===== src/rtl/serial_src_pkg.sv =====
// Shared encodings and constants for the serial bit source.
package serial_src_pkg;

  typedef enum logic [1:0] {
    S_IDLE  = 2'b00,
    S_SHIFT = 2'b01,
    S_GAP   = 2'b10
  } state_e;

  localparam int unsigned GapCntW = 4;

endpackage


===== src/rtl/serial_bit_src.sv =====
// Parallel-to-serial word source: loads a word, shifts it out one bit per enabled cycle,
// then idles for a fixed number of gap cycles before accepting the next word.
module serial_bit_src
  import serial_src_pkg::*;
#(
  parameter int unsigned WIDTH     = 8,
  parameter bit          MSB_FIRST = 1'b1,
  parameter int unsigned GAP       = 1,
  parameter bit          IDLE_BIT  = 1'b0
) (
  input  logic             clk,
  input  logic             rst,
  input  logic             in_valid,
  input  logic [WIDTH-1:0] in_data,
  output logic             in_ready,
  input  logic             en,
  output logic             x_out,
  output logic             x_valid,
  output logic             done,
  output logic [1:0]       state
);

  localparam int unsigned         CntW    = $clog2(WIDTH);
  localparam logic [CntW-1:0]     CntLast = CntW'(WIDTH - 1);
  localparam logic [GapCntW-1:0]  GapLast = GapCntW'((GAP > 0) ? GAP - 1 : 0);
  localparam bit                  NoGap   = (GAP == 0);

  state_e               state_q;
  logic [WIDTH-1:0]     sreg_q;
  logic [CntW-1:0]      cnt_q;
  logic [GapCntW-1:0]   gcnt_q;
  logic                 accept;

  always_comb begin
    done     = (state_q == S_SHIFT) && (cnt_q == CntLast) && en;
    // With no gap, the final enabled bit can hand straight over to the next word.
    in_ready = !rst && ((state_q == S_IDLE) || (done && NoGap));
    accept   = in_valid && in_ready;
    x_valid  = (state_q == S_SHIFT);
    if (x_valid) begin
      x_out = MSB_FIRST ? sreg_q[WIDTH-1] : sreg_q[0];
    end else begin
      x_out = IDLE_BIT;
    end
    state = state_q;
  end

  always_ff @(posedge clk) begin
    if (rst) begin
      state_q <= S_IDLE;
      sreg_q  <= '0;
      cnt_q   <= '0;
      gcnt_q  <= '0;
    end else begin
      case (state_q)
        S_IDLE: begin
          if (accept) begin
            sreg_q  <= in_data;
            cnt_q   <= '0;
            state_q <= S_SHIFT;
          end
        end
        S_SHIFT: begin
          if (en) begin
            if (cnt_q == CntLast) begin
              if (!NoGap) begin
                state_q <= S_GAP;
                gcnt_q  <= '0;
              end else if (accept) begin
                sreg_q  <= in_data;
                cnt_q   <= '0;
              end else begin
                state_q <= S_IDLE;
              end
            end else begin
              sreg_q <= MSB_FIRST ? {sreg_q[WIDTH-2:0], 1'b0} : {1'b0, sreg_q[WIDTH-1:1]};
              cnt_q  <= cnt_q + 1'b1;
            end
          end
        end
        S_GAP: begin
          if (gcnt_q == GapLast) begin
            state_q <= S_IDLE;
          end else begin
            gcnt_q <= gcnt_q + 1'b1;
          end
        end
        default: state_q <= S_IDLE;
      endcase
    end
  end

endmodule


===== config.mk =====
export PLATFORM = sky130hd
export DESIGN_NAME = serial_bit_src
export DESIGN_NICKNAME = d
export VERILOG_FILES = /design/src/rtl/serial_src_pkg.sv /design/src/rtl/serial_bit_src.sv
export SDC_FILE = /design/constraint.sdc
export NUM_CORES = 1
export LEC_CHECK = 0
export CAP_MARGIN = 20
export CELL_PAD_IN_SITES_DETAIL_PLACEMENT = 1
export CELL_PAD_IN_SITES_GLOBAL_PLACEMENT = 1
export CORE_MARGIN = 1.5
export CORE_UTILIZATION = 41
export CTS_CLUSTER_DIAMETER = 80
export CTS_CLUSTER_SIZE = 16
export DETAILED_ROUTE_END_ITERATION = 10
export PLACE_DENSITY_LB_ADDON = 0.08
export SYNTH_ARGS = -nofsm -noshare
export SYNTH_HDL_FRONTEND = slang
export SYNTH_SLANG_ARGS = --single-unit

===== constraint.sdc =====
create_clock -name clk -period 5.5 [get_ports clk]
set_input_delay 1.65 -clock clk [delete_from_list [all_inputs] [get_ports clk]]
set_output_delay 1.65 -clock clk [all_outputs]
set_load 0.01 [all_outputs]

Word level (Yosys, flattened, before mapping)
Index checks and enable logic that the tools add are counted.
- $add $sub $neg: 2
- $mul: 0
- divide/modulo/power cells: 0
- order comparisons: 0
- equality and inequality tests: 9
- shift-type cells: 0
- muxes and demuxes: 18
- bitwise gates (word level): 0
- reduce and logical (&&, ||, !) cells: 12
- operator list (operator ; number):
    $mux W8 ; 3
    $pmux W8 S2 ; 1
    $mux W4 ; 3
    $reduce_and A4 Y1 ; 3
    $ne A2 B2 Y1 const B ; 5
    $mux W3 ; 3
    $mux W2 ; 4
    $pmux W4 S2 ; 1
    $pmux W2 S3 ; 1
    $pmux W3 S2 ; 1
    $add A4 B1 Y4 const B ; 1
    $logic_and A1 B1 Y1 ; 4
    $logic_not A4 Y1 ; 1
    $reduce_bool A2 Y1 ; 2
    $add A3 B1 Y3 const B ; 1
    $eq A3 B3 Y1 const B ; 1
    $eq A2 B1 Y1 const B ; 1
    $eq A2 B2 Y1 const B ; 1
    $logic_not A2 Y1 ; 1
    $ne A2 B1 Y1 const B ; 1
    $logic_not A1 Y1 ; 1
    $mux W1 ; 1
- bits in registers: 17
- latch bits: 0
- bits in writable memories: 0
- ROM bits: 0
- input bits: 12
- output and inout bits: 6
- memories: 0

Depth between registers and ports, before layout
- word-level depth: 5
- mapped depth: 7
- mapped depth without buffers: 6

Least setup slack after synthesis
No wires, ideal clock.
- path type: input to output
- start point: input rst
- end point: output in_ready
- arrival: 2441 ps
- required time: 3850 ps
- path slack: 1409 ps
- cell stages on the path: 4
- buffers on the path: 3
- path through: clkbuf_1 buf_2 buf_2 nor3_1
- longest elaborated chain between the ends: 2
- ends and longest elaborated chain (what ; line ; source):
    from (decl) ; serial_bit_src.sv:12 ; input logic rst,
    $logic_not A1 Y1 ; serial_bit_src.sv:37 ; in_ready = !rst && ((state_q == S_IDLE) || (done && NoGap));
    $logic_and A1 B1 Y1 ; serial_bit_src.sv:37 ;
    to (decl) ; serial_bit_src.sv:15 ; output logic in_ready,
No other way between the ends.

Worst setup path after layout
- start point: input en
- end point: output done
- longest elaborated chain between the ends: 1
- ends and longest elaborated chain (what ; line ; source):
    from (decl) ; serial_bit_src.sv:16 ; input logic en,
    $logic_and A1 B1 Y1 ; serial_bit_src.sv:35 ; done = (state_q == S_SHIFT) && (cnt_q == CntLast) && en;
    to (decl) ; serial_bit_src.sv:19 ; output logic done,
No other way between the ends.

==> results.json <==
{
  "start_util_pct": 43.35,
  "yosys-top-cells-count": "dfxtp_1 (17), nor3_1 (9), mux2i_1 (8), a211oi_2 (7), nand2b_1 (5)",
  "finalHoldViolations": 0,
  "synth_ff_type": "dfxtp_1",
  "final.setup_skew_ns": 0.004567,
  "arrival_ns": 2.94,
  "dieArea_mm2": 0.002614,
  "crit_slowest_cell": "clkdlybuf4s50_1",
  "first_pass_iters": 2,
  "antenna_found_initial": 0,
  "place_hpwl_um": 1503,
  "core_mm2": 0.002191,
  "grt-ovfl-total": 0,
  "synthCells": 95,
  "critical-path-max-stage-delay_ns": 0.55,
  "cap_violations": 0,
  "holdPathEnd": "sreg_q[0]$_SDFFE_PP0P_",
  "post_cts_buffers": 0,
  "setup_tns_ns": 0,
  "routed_wl_um": 2009,
  "grt_max_degree": 25,
  "status": "complete, no violations",
  "hp-class": "register to register",
  "routed_via_density": 5.496,
  "r2r_start": "state[0]$_SDFFE_PP0P_",
  "numCtsBuffers": 3,
  "synthMostInstantiatedCell": "dfxtp_1",
  "finalCritPeriodShare_pct": 83.49,
  "synth_cell_types": 32,
  "clk_path_buf_depth": 2,
  "synth_edf_count": 0,
  "cpMostUsedCell": "clkdlybuf4s50_1",
  "drc_errors": 0,
  "synth_nets": 111,
  "std_cell_rows": 17,
  "die_h_um": 51.13,
  "clkTransAtPathRegs_ns": 0.11,
  "syn_to_final_growth_pct": 21.21,
  "postSynthRegisterBits": 17,
  "fin_crit_ns": 4.592,
  "crit_type": "primary input to output pin",
  "grt_pass1_vias": 777,
  "synth_top_cell_area_share_pct": 35.84,
  "tritoncts": "built",
  "whs_path_depth": 2,
  "min-delay-start": "sreg_q[0]$_SDFFE_PP0P_",
  "ctsHoldBuffers": 0,
  "die-width_um": 51.13,
  "fin_nets": 128,
  "dr_total_vias": 764,
  "synth_area_um2": 949.7,
  "worst_pin_slew_ns": 0.7679,
  "crit_path_start_kind": "primary input",
  "yosys_warnings": 0,
  "io_buffers": 17,
  "dr.first_iter.drc_count": 3,
  "synth_area_leaders": "dfxtp_1 (36%), a211oi_2 (9.2%), mux2i_1 (8.4%)",
  "r2r_cells": 4,
  "clockRootBuffer": "clkbuf_4",
  "maxSlewHeadroom_pct": 48.74,
  "setup_slack_ns": 0.9083,
  "crit_fanout": 4,
  "syn_area_per_cell_um2": 9.996,
  "peakVddDrop_v": 0.0001180,
  "path_cells": "clkdlybuf4s50_1 > nand3_1 > inv_1 > clkdlybuf4s50_1",
  "rsz0062_at_grt": "false",
  "cellPowerDensity_mw_per_mm2": 217.4,
  "yosys.area.top_type": "dfxtp_1",
  "whs_ns": 0.4882,
  "worstPathRequired_ns": 3.85,
  "drive_above_1_share_pct": 18.02,
  "ff2ff_setup_slack_ns": 3.43,
  "drv_slew": 0,
  "fmax_mhz": 217.8,
  "place.gp.congestion": 0.6825,
  "power.leakage_uw": 0.0004350,
  "finalSetupViolations": 0,
  "grt_pass1_wl_um": 3346,
  "cts-htree-levels": 1,
  "wire_per_inst_um": 14.45,
  "cts.repair.resized": 0,
  "clock_latency_ns": 0.29,
  "diodes": 0,
  "ant_nets": 0,
  "clock-sinks": 17,
  "synth.yosys.seq_area_share_pct": 35.84,
  "grt_use_total_pct": 17.25,
  "ioPinCount": 18,
  "r2r_end": "sreg_q[1]$_SDFFE_PP0P_",
  "async_reset_ff_share_pct": 0,
  "end_kind": "output pin",
  "dp_slack_ns": 0.9053
}
[final cells by class]
cell class                      count  area [um^2]
Timing Repair Buffer               19        185.2
Inverter                            3        11.26
Multi-Input combinational cell     68        551.8
Clock inverter                      1        5.005
Sequential cell                    17        340.3
Fill cell                         249         1040
Clock buffer                        3        22.52
Tap cell                           28        35.03
[registers in the layout, summed over array words and instances (netlist names)]
register,flops
sreg_q,8
state,2
cnt_q,3
gcnt_q,4
[critical path: cells and delay by family]
family	cells	cell delay (ns)
buffers and inverters	3	1.18
AND/OR/NAND/NOR	1	0.11
[cell usage in the layout (no fill, tap or decap), types with 2 or more instances in the layout]
| master | netlist | layout |
|---|---|---|
| dfxtp_1 | 17 | 17 |
| clkdlybuf4s50_1 | 0 | 17 |
| nor3_1 | 9 | 9 |
| mux2i_1 | 8 | 8 |
| a211oi_2 | 7 | 7 |
| nand2b_1 | 5 | 5 |
| ha_1 | 4 | 4 |
| inv_1 | 3 | 3 |
| nor2_1 | 3 | 3 |
| nand3b_1 | 3 | 3 |
| nor4_1 | 3 | 3 |
| o21ai_2 | 3 | 3 |
| clkbuf_4 | 0 | 3 |
| nand3_1 | 2 | 2 |
| nor4bb_1 | 2 | 2 |
| nor2b_1 | 2 | 2 |
| nor3b_1 | 2 | 2 |
| a31o_2 | 2 | 2 |
| buf_4 | 0 | 2 |
[logic make-up (layout without fill, tap and decap cells)]
| logic type | after synthesis | in the layout | synth area share, % |
|---|---|---|---|
| simple gates | 39 | 39 | 26.88 |
| compound gates | 17 | 17 | 17.52 |
| flops | 17 | 17 | 35.84 |
| buf+inv | 10 | 26 | 6.060 |
| mux | 8 | 8 | 8.432 |
| fa+ha+maj | 4 | 4 | 5.270 |
[layer usage]
| layer | wire, um | track usage, % |
|---|---|---|
| met5 | 0 | 0 |
| met3 | 50 | 2.632 |
| met4 | 17 | 8.108 |
| met2 | 1068 | 31.60 |
| met1 | 872 | 19.28 |
[worst max-delay path by stage]
stage               start  endpoint  slack (ns)  cells past startpoint
finish                 en      done        0.91                      4
global route           en      done        0.84                      4
CTS                    en      done        0.90                      4
detailed placement     en      done        0.91                      4
global placement       en      done        0.90                      4
floorplan             rst  in_ready        1.41                      4
[per-stage QoR]
stage / cells / total power (uW) / utilization (%) / cell area, um^2
after floorplan: 95 / 167.6 / - / 949.7
after global placement: 135 / 182.8 / 51.29 / 1124
after detailed placement: 135 / 184.3 / 51.29 / 1124
after CTS: 139 / 254.9 / 52.54 / 1151
after global routing: 139 / 261.7 / 52.54 / 1151
final: 139 / 250.2 / 52.54 / 1151
[power breakdown]
group / internal [uW] / total, uW / switching (uW)
registers: 129 / 136 / 6.46
clock network: 27.0 / 69.5 / 42.5
logic: 24.8 / 44.8 / 20.0
No activity file was read; power rests on OpenSTA's default activity.
